$ cat src/rtl/lpc_frame_arbiter_pkg.sv
// lpc_pkg: shared definitions for the LPC frame arbiter slice.
//   LPC_FRAME_W - width of one LPC frame as consumed by lpc_decoder
//   arb_state_t - arbiter FSM states
//   clog2       - ceiling log2, never less than 1 so single-bit indices stay legal
package lpc_pkg;

  localparam int unsigned LPC_FRAME_W = 80;

  typedef enum logic {
    IDLE = 1'b0,
    XFER = 1'b1
  } arb_state_t;

  function automatic int unsigned clog2(input int unsigned value);
    int unsigned width;
    width = 1;
    while ((64'd1 << width) < 64'(value)) begin
      width++;
    end
    return width;
  endfunction

endpackage

$ cat src/rtl/lpc_frame_arbiter_skid.sv
// axis_skid_buffer: two-entry AXI-Stream skid buffer with registered outputs.
//   clk, rst_n          - clock, asynchronous active-low reset (contents discarded)
//   s_tdata/s_tuser     - upstream payload
//   s_tvalid/s_tready   - upstream handshake; s_tready depends only on occupancy
//   m_tdata/m_tuser     - downstream payload, driven straight from the head register
//   m_tvalid/m_tready   - downstream handshake
// A beat accepted upstream is visible downstream on the next cycle. With
// m_tready held high the buffer sustains one beat per cycle at occupancy 1.
module axis_skid_buffer #(
  parameter int unsigned DATA_W = 80,
  parameter int unsigned USER_W = 4
) (
  input  logic              clk,
  input  logic              rst_n,
  input  logic [DATA_W-1:0] s_tdata,
  input  logic [USER_W-1:0] s_tuser,
  input  logic              s_tvalid,
  output logic              s_tready,
  output logic [DATA_W-1:0] m_tdata,
  output logic [USER_W-1:0] m_tuser,
  output logic              m_tvalid,
  input  logic              m_tready
);

  logic [DATA_W-1:0] head_data;
  logic [USER_W-1:0] head_user;
  logic [DATA_W-1:0] tail_data;
  logic [USER_W-1:0] tail_user;
  logic [1:0]        count;
  logic              push;
  logic              pop;

  // Ready is a function of registered occupancy only, so m_tready never
  // reaches s_tready combinationally.
  assign s_tready = (count != 2'd2);
  assign m_tvalid = (count != 2'd0);
  assign m_tdata  = head_data;
  assign m_tuser  = head_user;
  assign push     = s_tvalid & s_tready;
  assign pop      = m_tvalid & m_tready;

  always_ff @(posedge clk or negedge rst_n) begin
    if (!rst_n) begin
      head_data <= '0;
      head_user <= '0;
      tail_data <= '0;
      tail_user <= '0;
      count     <= 2'd0;
    end else begin
      case (count)
        2'd0: begin
          if (push) begin
            head_data <= s_tdata;
            head_user <= s_tuser;
            count     <= 2'd1;
          end
        end
        2'd1: begin
          if (push && pop) begin
            head_data <= s_tdata;
            head_user <= s_tuser;
          end else if (push) begin
            tail_data <= s_tdata;
            tail_user <= s_tuser;
            count     <= 2'd2;
          end else if (pop) begin
            count <= 2'd0;
          end
        end
        default: begin
          // Full: no push possible, a pop promotes the tail entry.
          if (pop) begin
            head_data <= tail_data;
            head_user <= tail_user;
            count     <= 2'd1;
          end
        end
      endcase
    end
  end

endmodule

$ cat src/rtl/lpc_frame_arbiter.sv
// lpc_frame_arbiter: packet-granular round-robin arbiter sharing one
// lpc_decoder among N_CH AXI-Stream sources of LPC frames.
//   ACLK, ARESET_N        - clock, asynchronous active-low reset
//   S_TDATA               - channel frames, channel i at [i*DATA_W +: DATA_W]
//   S_TVALID/S_TLAST      - per-channel valid / end of packet
//   S_TREADY              - per-channel ready (only the granted channel, only in XFER)
//   CH_EN                 - arbitration enable mask, sampled only when choosing a grant
//   M_TDATA/M_TVALID/M_TREADY/M_TLAST - stream to the decoder
//   M_TUSER               - high on the first beat of each packet
//   M_TID                 - source channel of the current beat
//   GRANT_ACTIVE          - high while a packet grant is held
//   STALL_ERR             - one-cycle pulse when the granted source idles STALL_LIMIT cycles
module lpc_frame_arbiter
  import lpc_pkg::*;
#(
  parameter  int unsigned N_CH        = 4,
  parameter  int unsigned DATA_W      = LPC_FRAME_W,
  parameter  int unsigned STALL_LIMIT = 256,
  localparam int unsigned CH_W        = clog2(N_CH)
) (
  input  logic                     ACLK,
  input  logic                     ARESET_N,
  input  logic [N_CH*DATA_W-1:0]   S_TDATA,
  input  logic [N_CH-1:0]          S_TVALID,
  input  logic [N_CH-1:0]          S_TLAST,
  output logic [N_CH-1:0]          S_TREADY,
  input  logic [N_CH-1:0]          CH_EN,
  output logic [DATA_W-1:0]        M_TDATA,
  output logic                     M_TVALID,
  input  logic                     M_TREADY,
  output logic                     M_TLAST,
  output logic                     M_TUSER,
  output logic [CH_W-1:0]          M_TID,
  output logic                     GRANT_ACTIVE,
  output logic                     STALL_ERR
);

  localparam int unsigned CNT_W  = clog2(STALL_LIMIT + 1);
  localparam int unsigned USER_W = CH_W + 2;

  arb_state_t        state;
  arb_state_t        state_nxt;
  logic [CH_W-1:0]   grant;
  logic [CH_W-1:0]   grant_nxt;
  logic [CH_W-1:0]   rr_ptr;
  logic [CH_W-1:0]   rr_ptr_nxt;
  logic              first_beat;
  logic              first_beat_nxt;
  logic [CNT_W-1:0]  stall_cnt;
  logic [CNT_W-1:0]  stall_cnt_nxt;

  logic [N_CH-1:0]   req;
  logic              src_valid;
  logic              src_last;
  logic [DATA_W-1:0] src_data;
  logic              beat_valid;
  logic              beat_accept;
  logic              skid_ready;
  logic [USER_W-1:0] skid_in_user;
  logic [USER_W-1:0] skid_out_user;

  // First requesting channel after ptr, wrapping modulo N_CH; ptr itself is
  // checked last so the previous winner has lowest priority.
  function automatic logic [CH_W-1:0] rr_pick(input logic [N_CH-1:0] r,
                                              input logic [CH_W-1:0] ptr);
    logic [CH_W-1:0] pick;
    logic            found;
    int unsigned     idx;
    pick  = '0;
    found = 1'b0;
    for (int unsigned off = 1; off <= N_CH; off++) begin
      idx = (32'(ptr) + off) % N_CH;
      if (!found && r[CH_W'(idx)]) begin
        pick  = CH_W'(idx);
        found = 1'b1;
      end
    end
    return pick;
  endfunction

  always_ff @(posedge ACLK or negedge ARESET_N) begin
    if (!ARESET_N) begin
      state      <= IDLE;
      grant      <= '0;
      rr_ptr     <= CH_W'(N_CH - 1);
      first_beat <= 1'b0;
      stall_cnt  <= '0;
    end else begin
      state      <= state_nxt;
      grant      <= grant_nxt;
      rr_ptr     <= rr_ptr_nxt;
      first_beat <= first_beat_nxt;
      stall_cnt  <= stall_cnt_nxt;
    end
  end

  always_comb begin
    req         = S_TVALID & CH_EN;
    src_valid   = S_TVALID[grant];
    src_last    = S_TLAST[grant];
    src_data    = S_TDATA[32'(grant) * DATA_W +: DATA_W];
    beat_valid  = (state == XFER) && src_valid;
    beat_accept = beat_valid && skid_ready;

    S_TREADY = '0;
    if (state == XFER) begin
      S_TREADY[grant] = skid_ready;
    end

    state_nxt      = state;
    grant_nxt      = grant;
    rr_ptr_nxt     = rr_ptr;
    first_beat_nxt = first_beat;
    stall_cnt_nxt  = stall_cnt;
    STALL_ERR      = 1'b0;

    case (state)
      IDLE: begin
        if (req != '0) begin
          grant_nxt      = rr_pick(req, rr_ptr);
          first_beat_nxt = 1'b1;
          stall_cnt_nxt  = '0;
          state_nxt      = XFER;
        end
      end
      XFER: begin
        if (beat_accept) begin
          first_beat_nxt = 1'b0;
          stall_cnt_nxt  = '0;
          if (src_last) begin
            rr_ptr_nxt = grant;
            state_nxt  = IDLE;
          end
        end else if (!src_valid && skid_ready &&
                     (stall_cnt < CNT_W'(STALL_LIMIT))) begin
          // Saturates at the limit so the error fires once per stall.
          stall_cnt_nxt = stall_cnt + CNT_W'(1);
          if (stall_cnt == CNT_W'(STALL_LIMIT - 1)) begin
            STALL_ERR = 1'b1;
          end
        end
      end
      default: begin
        state_nxt = IDLE;
      end
    endcase
  end

  assign skid_in_user = {grant, first_beat, src_last};
  assign GRANT_ACTIVE = (state == XFER);

  axis_skid_buffer #(
    .DATA_W (DATA_W),
    .USER_W (USER_W)
  ) u_skid (
    .clk      (ACLK),
    .rst_n    (ARESET_N),
    .s_tdata  (src_data),
    .s_tuser  (skid_in_user),
    .s_tvalid (beat_valid),
    .s_tready (skid_ready),
    .m_tdata  (M_TDATA),
    .m_tuser  (skid_out_user),
    .m_tvalid (M_TVALID),
    .m_tready (M_TREADY)
  );

  assign M_TID   = skid_out_user[USER_W-1:2];
  assign M_TUSER = skid_out_user[1];
  assign M_TLAST = skid_out_user[0];

endmodule

$ cat config.mk
export PLATFORM = sky130hd
export DESIGN_NAME = lpc_frame_arbiter
export DESIGN_NICKNAME = d
export VERILOG_FILES = /design/src/rtl/lpc_frame_arbiter_pkg.sv /design/src/rtl/lpc_frame_arbiter_skid.sv /design/src/rtl/lpc_frame_arbiter.sv
export SDC_FILE = /design/constraint.sdc
export NUM_CORES = 1
export LEC_CHECK = 0
export CAP_MARGIN = 20
export CORE_ASPECT_RATIO = 0.6
export CORE_MARGIN = 2
export CORE_UTILIZATION = 35
export CTS_CLUSTER_DIAMETER = 60
export CTS_CLUSTER_SIZE = 10
export DETAILED_ROUTE_END_ITERATION = 6
export DONT_BUFFER_PORTS = 1
export GPL_TIMING_DRIVEN = 0
export PLACE_DENSITY = 0.52
export SYNTH_ARGS = -nofsm -noshare
export SYNTH_HDL_FRONTEND = slang
export SYNTH_SLANG_ARGS = --single-unit
$ cat constraint.sdc
create_clock -name ACLK -period 4.95 [get_ports ACLK]
set_input_delay 0.2475 -clock ACLK [delete_from_list [all_inputs] [get_ports ACLK]]
set_output_delay 0.2475 -clock ACLK [all_outputs]
set_load 0.005 [all_outputs]
# After elaboration in Yosys (flattened, before gate mapping)
# Index checks and enable logic that the tools add are counted.
# totals
register_bits	185
inputBits	335
output_inout_bits	91
word_cells	121
# classes
add_sub_neg	5
multipliers	1
magnitude_cmp	7
eq_ne	10
n_shift	1
mux	57
bitwise_logic	6
n_reduce_logical	24
# ops
operator	count
variable part select 320 x 10 -> 80 bit	1
2-to-1 mux 80 bit	3
case mux 80 bit (2 select lines)	1
2-to-1 mux 9 bit	3
2-to-1 mux 1 bit	25
2-to-1 mux 2 bit	9
case mux 9 bit (2 select lines)	1
2-to-1 mux 4 bit	4
< comparator 2 x 3 -> 1 bit (second input constant)	5
binary-select mux 1 bit (select 2 bit)	6
adder 9 x 1 -> 9 bit (second input constant)	1
equality test 9 x 8 -> 1 bit (second input constant)	1
logical AND 1 bit	9
< comparator 9 bit (second input constant)	1
AND reduction 3 bit	3
AND 4 bit	2
case mux 4 bit (2 select lines)	1
!= test 2 x 1 -> 1 bit (second input constant)	3
!= test 2 bit (second input constant)	3
!= test 3 x 1 -> 1 bit (second input constant)	2
AND reduction 2 bit	3
multiplier 2 x 3 -> 5 bit (second input constant)	1
adder 2 x 1 -> 2 bit (second input constant)	2
adder 2 bit (second input constant)	2
other kinds (13)	19

# Depth between registers and ports, before layout
# Gate-level depths: netlist of run 1.
# depth
depth_word	19
ltp_mapped	7
mapped_depth_nobuf	6

# Cells and area by module
# Synthesis of run 1 repeated with hierarchy kept, for this count alone.
# unflattened
hier_cells	668
area_unflattened_um2	10338.7
# by_module_without_submodules
mod	instances	cells_each	area_each_um2	seq_area_each_um2
axis_skid_buffer	1	461	7450.9	4254.1
lpc_frame_arbiter	1	207	2887.8	377.9

# Worst setup path before layout of run 1
# Ideal clock, no wire load.
# synth_timing
kind	register -> register
start	register grant[1]
end	register u_skid.tail_data[30]
setup_time_ps	125
arrival_ps	1791
t_required_ps	4825
setup_slack_ps	3035
stages_incl_launch_ff	6
n_path_buf	2
period_less_slack_ps	1915
path_cell_list	dfrtp_1 -> mux4_2 -> nand3_1 -> buf_2 -> buf_4 -> mux2_2
# synth_between
elab_chain_cells	7
word_cells_on_any_way	9
cone_classes	mul: 1; shift: 1; mux: 2; bitwise: 2; reduce/logical: 3
# synth_lines
item	line	source
start: declaration	lpc_frame_arbiter.sv:43	logic [CH_W-1:0] grant;
start signal: assignment	lpc_frame_arbiter.sv:90	grant <= grant_nxt;
parallel branches: the longest is 7 deep, another holds multiplier 2 x 3 -> 5 bit	-	
end signal: assignment	lpc_frame_arbiter_skid.sv:63	tail_data <= s_tdata;
end: declaration	lpc_frame_arbiter_skid.sv:27	logic [DATA_W-1:0] tail_data;
# Parallel ways; which one is timed is not known. The select of a mux whose other input is x is not followed.
# A chain may end at the register's enable or synchronous reset.

# Final worst setup path of run 1
# layout_timing
start	register grant[1]
end	output port S_TREADY[3]
# layout_between
elab_chain_cells	6
word_cells_on_any_way	7
cone_classes	order compare: 2; mux: 3; bitwise: 1; reduce/logical: 1
# layout_lines
item	line	source
< comparator 2 x 3 -> 1 bit (not written as such) or greater-or-equal comparator 2 x 1 -> 1 bit (tied branches)	lpc_frame_arbiter.sv:107	S_TREADY[grant] = skid_ready;
logical AND 1 bit (not written as such)	lpc_frame_arbiter.sv:107	
2-to-1 mux 1 bit (not written as such)	lpc_frame_arbiter.sv:107	
demux 1 bit (select 2 bit) *	lpc_frame_arbiter.sv:107	
AND 4 bit (no source line) *	-	
2-to-1 mux 4 bit *	lpc_frame_arbiter.sv:106	if (state == XFER) begin
end: declaration	lpc_frame_arbiter.sv:26	output logic [N_CH-1:0] S_TREADY,
# Every way passes the cells marked *; elsewhere a longest branch is shown, timed or not.

==> impl_metrics.json, run 1 <==
{
  "hold_violations": 0,
  "multiInputGateArea_mm2": 0.005079,
  "combPwrFrac_pct": 44.8,
  "async_reset_ff_share_pct": 100.0,
  "start_util_pct": 36.04,
  "cpMostUsedCell": "buf_2",
  "status": "finished, final reports clean",
  "cpPeakStageDelay_ps": 690,
  "relSlewSlack_pct": 29.74,
  "p_leak_uw": 0.004289,
  "dp_slack_ps": 2070,
  "yosysWarnings": 0,
  "grt_max_degree": 186,
  "pin_count": 426,
  "grt_pass1_vias": 7024,
  "htree_num_levels": 4,
  "gp_routability_congestion": 0.7982,
  "die_y_um": 135.2,
  "synth_fp_nets": 1110,
  "final_cells": 1178,
  "switchingPower_uw": 2976,
  "clkSlewWorstSetupHoldPaths_ps": 70,
  "viasPerCell": 5.818,
  "via_count": 6854,
  "drive_gt1_share_pct": 29.08,
  "grt_pass1_wl_um": 45860,
  "cp_max_fo": 10,
  "track_usage_pct": 20.86,
  "synthTopCellsByArea": "dfrtp_1 (46%), mux4_2 (18%), mux2_2 (9.6%), mux2i_1 (8.9%), o21ai_0 (8.5%)",
  "endpoint_kind": "output port",
  "seq_area_frac_synth_pct": 46.11,
  "crit_slowest_cell": "clkbuf_1",
  "netlist.area_leader.share_pct": 45.59,
  "powerDensity_mw_per_mm2": 681.9,
  "syn_area_mm2": 0.01004,
  "post_cts_resized": 0,
  "skew_ps": 12.25,
  "synth_most_common_cell": "dfrtp_1",
  "grt_overflow": 0,
  "crit_required_ps": 4700,
  "critical_path_arrival_ps": 2700,
  "fin_ws_ps": 2005,
  "firstDrtPassIters": 6,
  "fill_cells": 2698,
  "avgSynthCellArea_um2": 12.99,
  "syn2layout_area_growth_pct": 11.09,
  "slew_viol_final": 0,
  "cts_root_buffer": "clkbuf_16",
  "cts_sinks": 185,
  "p_sw_share_pct": 39.11,
  "cts_tree": "yes",
  "nets": 1132,
  "yosysTopAreaCell": "dfrtp_1",
  "synth_edf_count": 0,
  "setup_viol": 0,
  "drv_cap": 0,
  "portBuffers": 0,
  "rsz0062_at_grt": "false",
  "drt-initial-drc-count": 541,
  "synth-seq-cells": 185,
  "ant_nets": 0,
  "internal_power_uw": 4633,
  "syn_inst": 773,
  "core_area_mm2": 0.02787,
  "antenna_found_initial": 9,
  "fin_util_pct": 40.03,
  "cp_cell_sequence": "buf_2 > buf_2 > clkbuf_1 > and3_1",
  "min_period_ps": 2946,
  "synth_ff_type": "dfrtp_1",
  "synthTopCellsByCount": "dfrtp_1 (183), o21ai_0 (171), mux2i_1 (89)",
  "clockBufferDepth": 2,
  "regArea_mm2": 0.004632,
  "p_seq_share_pct": 36.5,
  "yosysUniqueCellTypes": 44,
  "ir_drop_mv": 0.2943,
  "die_w_um": 222.7,
  "finalCritPeriodShare_pct": 59.51,
  "cts_buffers": 17,
  "dpl.hpwl_um": 22900,
  "place_inst": 1140,
  "finalPower_uw": 7608,
  "max_clock_freq_ghz": 0.3395,
  "die_area_mm2": 0.03011,
  "critPathLaunchType": "flop",
  "drc": 0,
  "row_count": 47,
  "worstMarginPinSlew_ps": 1054,
  "wl_per_cell_um": 26.54,
  "worst_hold_path_type": "in -> reg",
  "wl_um": 31260,
  "tns_ps": 0,
  "clk_latency_ps": 440,
  "critPathKind": "reg -> out",
  "pwr-share-clk_pct": 18.7
}
## cells by family after synthesis
group	Yosys count	share of synthesized area (%)
compound gates	192	9.978
flops	185	46.11
fa+ha+maj	2	0.2491
simple gates	63	3.438
buf+inv	74	3.326
mux	257	36.90
## final timing paths
path                       cells past startpoint                 start              endpoint  slack [ps]
setup / recovery                               4              grant[1]           S_TREADY[3]        2000
hold / removal                                 3              M_TREADY       u_skid.count[0]          50
setup reg to reg                               5              grant[1]  u_skid.tail_data[63]        2140
hold reg to reg                                1  u_skid.tail_data[68]  u_skid.tail_data[68]         510
max in group asynchronous                      2              ARESET_N    u_skid.m_tdata[11]        3620
min in group asynchronous                      2              ARESET_N    u_skid.m_tdata[74]         460
## sequential cells by signal (all words and copies together) (netlist names)
register	count
stall_cnt	9
grant	2
u_skid.tail_data	80
first_beat	1
GRANT_ACTIVE	1
rr_ptr	2
u_skid.m_tdata	80
u_skid.tail_user	4
u_skid.m_tuser	4
u_skid.count	2
## critical path: cells and delay by family, from the launching register on
family	cells	cell delay (ps)
buffers and inverters	3	1540
flip-flops	1	380
AND/OR/NAND/NOR	1	310
## layout make-up
type,count,share of cell area [%]
inverter,7,0.2355
clock buffer,23,4.373
buffer,67,2.758
timing repair buffer,3,0.4261
antenna,3,0.06728
sequential,185,41.51
multi-input combinational,514,45.51
clock inverter,9,0.9980
tap,367,4.115
## layer usage
layer	track usage, %	share of wire (%)	up-vias
li1	-	-	3011
met1	28.23	45	3536
met2	32.78	47	276
met3	6.441	6.8	31
met4	5.369	1.4	0
met5	0	0	-
## power groups by stage
stage	Clock (uW)	Combinational, uW	Sequential (uW)
final	1420	3410	2770
after detailed placement	0	3410	2810
after global placement	0	3370	2800
after floorplan	0	2590	2600
after global routing	1530	3790	2880
after CTS	1460	3460	2790
## cell usage in the layout, fill, tap and decap left out, drive strengths merged, types with 3 or more instances in the layout
cell and count:
mux2i 89, nand4 4, or2 3, nand3 10, o21ai 176, nand3b 3, inv 10, and3 3
clkbuf 60, mux2 86, mux4 82, nor2 7, and2 6, dfrtp 183, diode 3, nand2 13
a21oi 3, buf 31
## through the flow
step           instance area (um^2)  hold slack [ps]
2_1_floorplan                 10040           -48.09
3_3_place_gp                  10500           -41.37
3_5_place_dp                  10500           -39.89
4_1_cts                       11150            19.26
5_1_grt                       11160            57.09
6_report                      11160            49.22
## timing repair
item / CTS / global route
hold buffers: 3 / 0
buffers inserted: 0 / 0
hold endpoints to repair: 187 / 0
No activity file was read; power rests on OpenSTA's default activity.
==> run 2: changes to the inputs <==
- PLACE_DENSITY: 0.52 -> 0.54
- clock period: 4.95 -> 2.5 ns (I/O delays scaled with it)
==> run 2 against run 1 <==
The flow now finishes with violations (hold timing); critical path depth unchanged; via count increased by 0.98%; cell area up 0.10%; sequential power increased by 98%; largest cell class unchanged; highest routed layer is now met5.
==> impl_metrics.json, run 2 (synthesis results as in run 1) <==
{
  "fin_util_pct": 40.07,
  "relSlewSlack_pct": 40.56,
  "ir_drop_mv": 0.4693,
  "r2r_start": "grant[1]",
  "worstSetupPathDepth": 4,
  "max_clock_freq_ghz": 0.4248,
  "grt_max_degree": 186,
  "multiInputGateArea_mm2": 0.005094,
  "track_usage_pct": 20.80,
  "clkSlewWorstSetupHoldPaths_ps": 80,
  "status": "complete, but fails checks",
  "crit_end": "S_TREADY[0]",
  "slew_viol_final": 0,
  "dpl.hpwl_um": 23140,
  "clockBufferDepth": 2,
  "endpoint_kind": "output port",
  "violations": "hold timing",
  "firstDrtPassIters": 7,
  "row_count": 47,
  "powerDensity_mw_per_mm2": 1349,
  "htree_num_levels": 4,
  "dp_slack_ps": -560.5,
  "grt_overflow": 0,
  "mostFrequentLayoutCells": "dfrtp_1 (183), o21ai_0 (171), mux2i_1 (89), mux2_2 (86), mux4_2 (82)",
  "fill_cells": 2666,
  "portBuffers": 0,
  "crit_slowest_cell": "nor4_1",
  "crit_required_ps": 2380,
  "worstMarginPinSlew_ps": 891.6,
  "clk_latency_ps": 450,
  "gp_routability_congestion": 0.7963,
  "cts_tree": "yes",
  "cpMostUsedCell": "clkbuf_4",
  "nets": 1132,
  "syn2layout_area_growth_pct": 11.20,
  "timing.hold.ws_ps": -625.3,
  "r2r_cells": 5,
  "grt_pass1_vias": 6978,
  "cp_cell_sequence": "clkbuf_4 > buf_4 > clkbuf_4 > nor4_1",
  "ant_nets": 0,
  "cts_buffers": 17,
  "hold_violations": 185,
  "fin_ws_ps": 145.8,
  "wl_per_cell_um": 26.71,
  "rsz0062_at_grt": "false",
  "drc": 0,
  "viasPerCell": 5.880,
  "regArea_mm2": 0.004632,
  "setup_viol": 0,
  "cpPeakStageDelay_ps": 450,
  "timing.rr.end": "u_skid.tail_data[64]",
  "drive_gt1_share_pct": 30.07,
  "cts_root_buffer": "clkbuf_16",
  "grt_pass1_wl_um": 45510,
  "p_leak_uw": 0.004306,
  "drv_cap": 0,
  "pin_count": 426,
  "via_count": 6921,
  "wl_um": 31430,
  "cp.buffers_inverters": 3,
  "die_area_mm2": 0.03011,
  "path_delay_family": "buffers and inverters",
  "worst_hold_path_type": "in -> async",
  "postCtsSetupRepairBufs": 0,
  "tns_ps": 0,
  "antenna_found_initial": 14,
  "postCtsHoldBufs": 3,
  "critPathKind": "reg -> out",
  "layout_commonest_cell": "dfrtp_1",
  "critPathLaunchType": "flop",
  "drt-initial-drc-count": 475,
  "skew_ps": 13.95,
  "rrSetupSlack_ps": 180,
  "die_y_um": 135.2,
  "start_util_pct": 36.04,
  "critical_path_arrival_ps": 2230,
  "core_area_mm2": 0.02787,
  "cp_max_fo": 10,
  "finalCritPeriodShare_pct": 94.17,
  "crit_start": "grant[1]",
  "die_w_um": 222.7,
  "min_period_ps": 2354,
  "cts_sinks": 185
}
-- run 2: cell types whose count changed in the layout (fill, tap and decap cells not counted), sizes merged --
cell         before  now
clkbuf           60   56
clkinv            2    5
buf              31   29
inv              10   12
bufinv            2    3
clkinvlp          2    1
diode             3    2
dlygate4sd3       2    3
-- run 2: report_power, final --
| group | leakage, uW | switching (uW) | total (uW) | internal [uW] |
|---|---|---|---|---|
| clock | 0.000296 | 1250 | 2830 | 1580 |
| combinational | 0.00175 | 3610 | 6740 | 3130 |
| sequential | 0.00226 | 1010 | 5490 | 4480 |
| total | 0.00431 | 5870 | 15100 | 9190 |
-- run 2: worst register-to-register path, stage by stage (launching register included) --
cell      delay [ps]
dfrtp_1          390
clkbuf_4         370
buf_4            370
clkbuf_4         370
mux4_2           420
mux2_2           280
-- run 2: repair_timing --
| action | CTS | global route |
|---|---|---|
| pin swaps | 0 | 0 |
| resized for setup | 5 | 11 |
| endpoints found under the hold margin | 188 | 185 |
| setup endpoints to repair | 59 | 127 |
-- run 2: how the worst min path moves through the flow --
stage	start	end	slack, ps	cells past startpoint
after floorplan	ARESET_N	GRANT_ACTIVE	-170	0
after global placement	ARESET_N	u_skid.m_tdata[71]	-160	0
after detailed placement	ARESET_N	u_skid.m_tdata[71]	-160	0
after CTS	ARESET_N	stall_cnt[8]	-660	0
after global routing	ARESET_N	u_skid.m_tdata[72]	-670	0
final	ARESET_N	u_skid.m_tdata[71]	-630	0
-- run 2: area by class of cell --
| cell class | count | area share (%) |
|---|---|---|
| buffer | 67 | 2.901 |
| clock inverter | 14 | 1.523 |
| multi-input combinational | 514 | 45.60 |
| sequential | 185 | 41.47 |
| antenna | 2 | 0.04481 |
| clock buffer | 18 | 3.842 |
| timing repair buffer | 3 | 0.2688 |
| tap | 367 | 4.111 |
| inverter | 7 | 0.2352 |
-- run 2: stage by stage --
step                      cells  hold slack (ps)  power [uW]  area [um^2]
after floorplan             773           -170.6       10280        10040
after global placement     1140           -161.5       12170        10500
after detailed placement   1140           -162.4       12280        10500
after CTS                  1175           -659.7       15190        11140
after global routing       1176           -666.8       16170        11170
final                      1177           -625.3       15070        11170
-- run 2: per-layer routing --
metal / global-route usage, % / up-vias / routed length [um]
li1: - / 3016 / -
met1: 27.69 / 3529 / 13530
met2: 32.85 / 334 / 14750
met3: 7.569 / 36 / 2692
met4: 4.251 / 6 / 425
met5: 0 / - / 38
==> run 3: changes to the inputs <==
- CORE_UTILIZATION: 35 -> 45
- PLACE_DENSITY: 0.54 -> 0.65
- SKIP_CTS_REPAIR_TIMING: unset -> 1
==> run 3 against run 2 <==
The flow still finishes with violations (hold timing); count of clock-buffer cells in the layout is 6 higher; non-clock buffer count shrank 2; sequential cell count stayed put; global-route usage increased by 5.3 points; sequential share of layout area is 0.57 points higher; sequential power about the same; maximum frequency fell by 2.2%; core utilization rose by 10 points; clock skew shrank 1.5 ps; worst setup slack got worse by 53 ps; critical path depth grew 1; final cell count down 6.7%; critical endpoint is now u_skid.tail_data[35].
==> impl_metrics.json, run 3 (synthesis results as in run 1) <==
{
  "status": "complete, but fails checks",
  "violations": "hold timing",
  "fin_area_mm2": 0.01102,
  "r2r_cells": 5,
  "grt_pass1_vias": 7114,
  "ant_nets": 0,
  "track_usage_pct": 26.13,
  "drc": 0,
  "core_area_mm2": 0.02197,
  "combPwrFrac_pct": 44.9,
  "dpl.hpwl_um": 22880,
  "critPathKind": "reg -> reg",
  "postPlaceCellArea_mm2": 0.01040,
  "rsz0062_at_grt": "false",
  "p_leak_uw": 0.004283,
  "cts_buffers": 17,
  "critical_path_arrival_ps": 2720,
  "pwr-share-clk_pct": 18.1,
  "pin_count": 426,
  "hold_violations": 186,
  "relSlewSlack_pct": 43.20,
  "drv_cap": 0,
  "critPathLaunchType": "flop",
  "via_count": 7073,
  "ir_drop_mv": 0.6502,
  "min_period_ps": 2408,
  "die_area_mm2": 0.02357,
  "internal_power_uw": 9088,
  "skew_ps": 12.40,
  "finalCritPeriodShare_pct": 96.30,
  "grt_max_degree": 186,
  "rrSetupSlack_ps": 90,
  "powerDensity_mw_per_mm2": 1345,
  "firstDrtPassIters": 4,
  "worstMarginPinSlew_ps": 852.0,
  "nets": 1130,
  "cts_root_buffer": "clkbuf_16",
  "die_w_um": 196.9,
  "drt-initial-drc-count": 400,
  "start_util_pct": 45.73,
  "max_clock_freq_ghz": 0.4154,
  "htree_num_levels": 4,
  "die_y_um": 119.7,
  "r2r_start": "grant[1]",
  "row_count": 42,
  "timing.hold.ws_ps": -614.7,
  "wl_um": 31010,
  "wl_per_cell_um": 28.24,
  "switchingPower_uw": 5729,
  "setup_viol": 0,
  "crit_required_ps": 2810,
  "clkSlewWorstSetupHoldPaths_ps": 70,
  "grt_pass1_wl_um": 44720,
  "portBuffers": 0,
  "final_cells": 1098,
  "viasPerCell": 6.442,
  "clockBufferDepth": 2,
  "p_seq_share_pct": 36.9,
  "layout_commonest_cell": "dfrtp_1",
  "p_sw_share_pct": 38.66,
  "timing.rr.end": "u_skid.tail_data[35]",
  "cp_max_fo": 10,
  "drive_gt1_share_pct": 29.65,
  "gp_routability_congestion": 0.8765,
  "slew_viol_final": 0,
  "syn2layout_area_growth_pct": 9.678,
  "grt_overflow": 0,
  "cts_sinks": 185,
  "antenna_found_initial": 15,
  "clk_latency_ps": 430,
  "worst_hold_path_type": "in -> async",
  "mostFrequentLayoutCells": "dfrtp_1 (183), o21ai_0 (171), mux2i_1 (89), mux2_2 (86), mux4_2 (82)",
  "place_inst": 1059,
  "endpoint_kind": "flop",
  "cts_tree": "yes"
}
## run 3: critical path: stages (launching register included)
cell and delay, ps:
dfrtp_1 400, mux4_2 620, nand3_1 330, clkbuf_4 330, buf_4 250, mux2_2 360
## run 3: per-stage QoR
step / hold slack [ps] / utilization (%) / setup WS (ps) / setup TNS (ps) / total power [uW]
after global routing: -639.1 / 50.14 / 7.000 / 0 / 15800
after CTS: -629.2 / 49.99 / -100.4 / -266.8 / 14830
after floorplan: -170.6 / - / 584.7 / 0 / 10280
after global placement: -161.9 / 47.36 / -40.69 / -88.46 / 11940
after detailed placement: -160.1 / 47.36 / -99.99 / -309.6 / 12130
final: -614.7 / 50.15 / 92.44 / 0 / 14820
## run 3: worst max-delay path by stage
stage,start,end,depth (start not counted)
floorplan,grant[1],u_skid.tail_data[30],5
CTS,grant[1],S_TREADY[3],4
finish,grant[1],u_skid.tail_data[35],5
detailed placement,grant[1],u_skid.tail_data[63],5
global placement,grant[1],u_skid.tail_data[64],5
global route,grant[1],u_skid.m_tdata[47],6
## run 3: power groups by stage
| stage | Combinational [uW] | Clock (uW) | Sequential, uW |
|---|---|---|---|
| finish | 6660 | 2690 | 5470 |
| global route | 7300 | 2850 | 5650 |
| CTS | 6630 | 2730 | 5470 |
| detailed placement | 6610 | 0 | 5510 |
| global placement | 6470 | 0 | 5480 |
| floorplan | 5130 | 0 | 5150 |
## run 3: layer usage
metal	share of wire, %	track usage [%]	up-vias
met4	0.76	6.579	6
met1	42	35.09	3711
met3	9.6	9.893	29
met5	0.14	0	-
met2	47	40.17	309
li1	-	-	3018
## run 3: layout make-up
cell class                      count  area (um^2)
Fill cell                        1924        10950
Multi-Input combinational cell    514         5080
Sequential cell                   185         4632
Clock buffer                       24        491.7
Tap cell                          286        357.8
Buffer                             67        317.8
Clock inverter                      8        86.33
Inverter                            7        26.28
Antenna cell                        6        15.01
Timing Repair Buffer                1        10.01
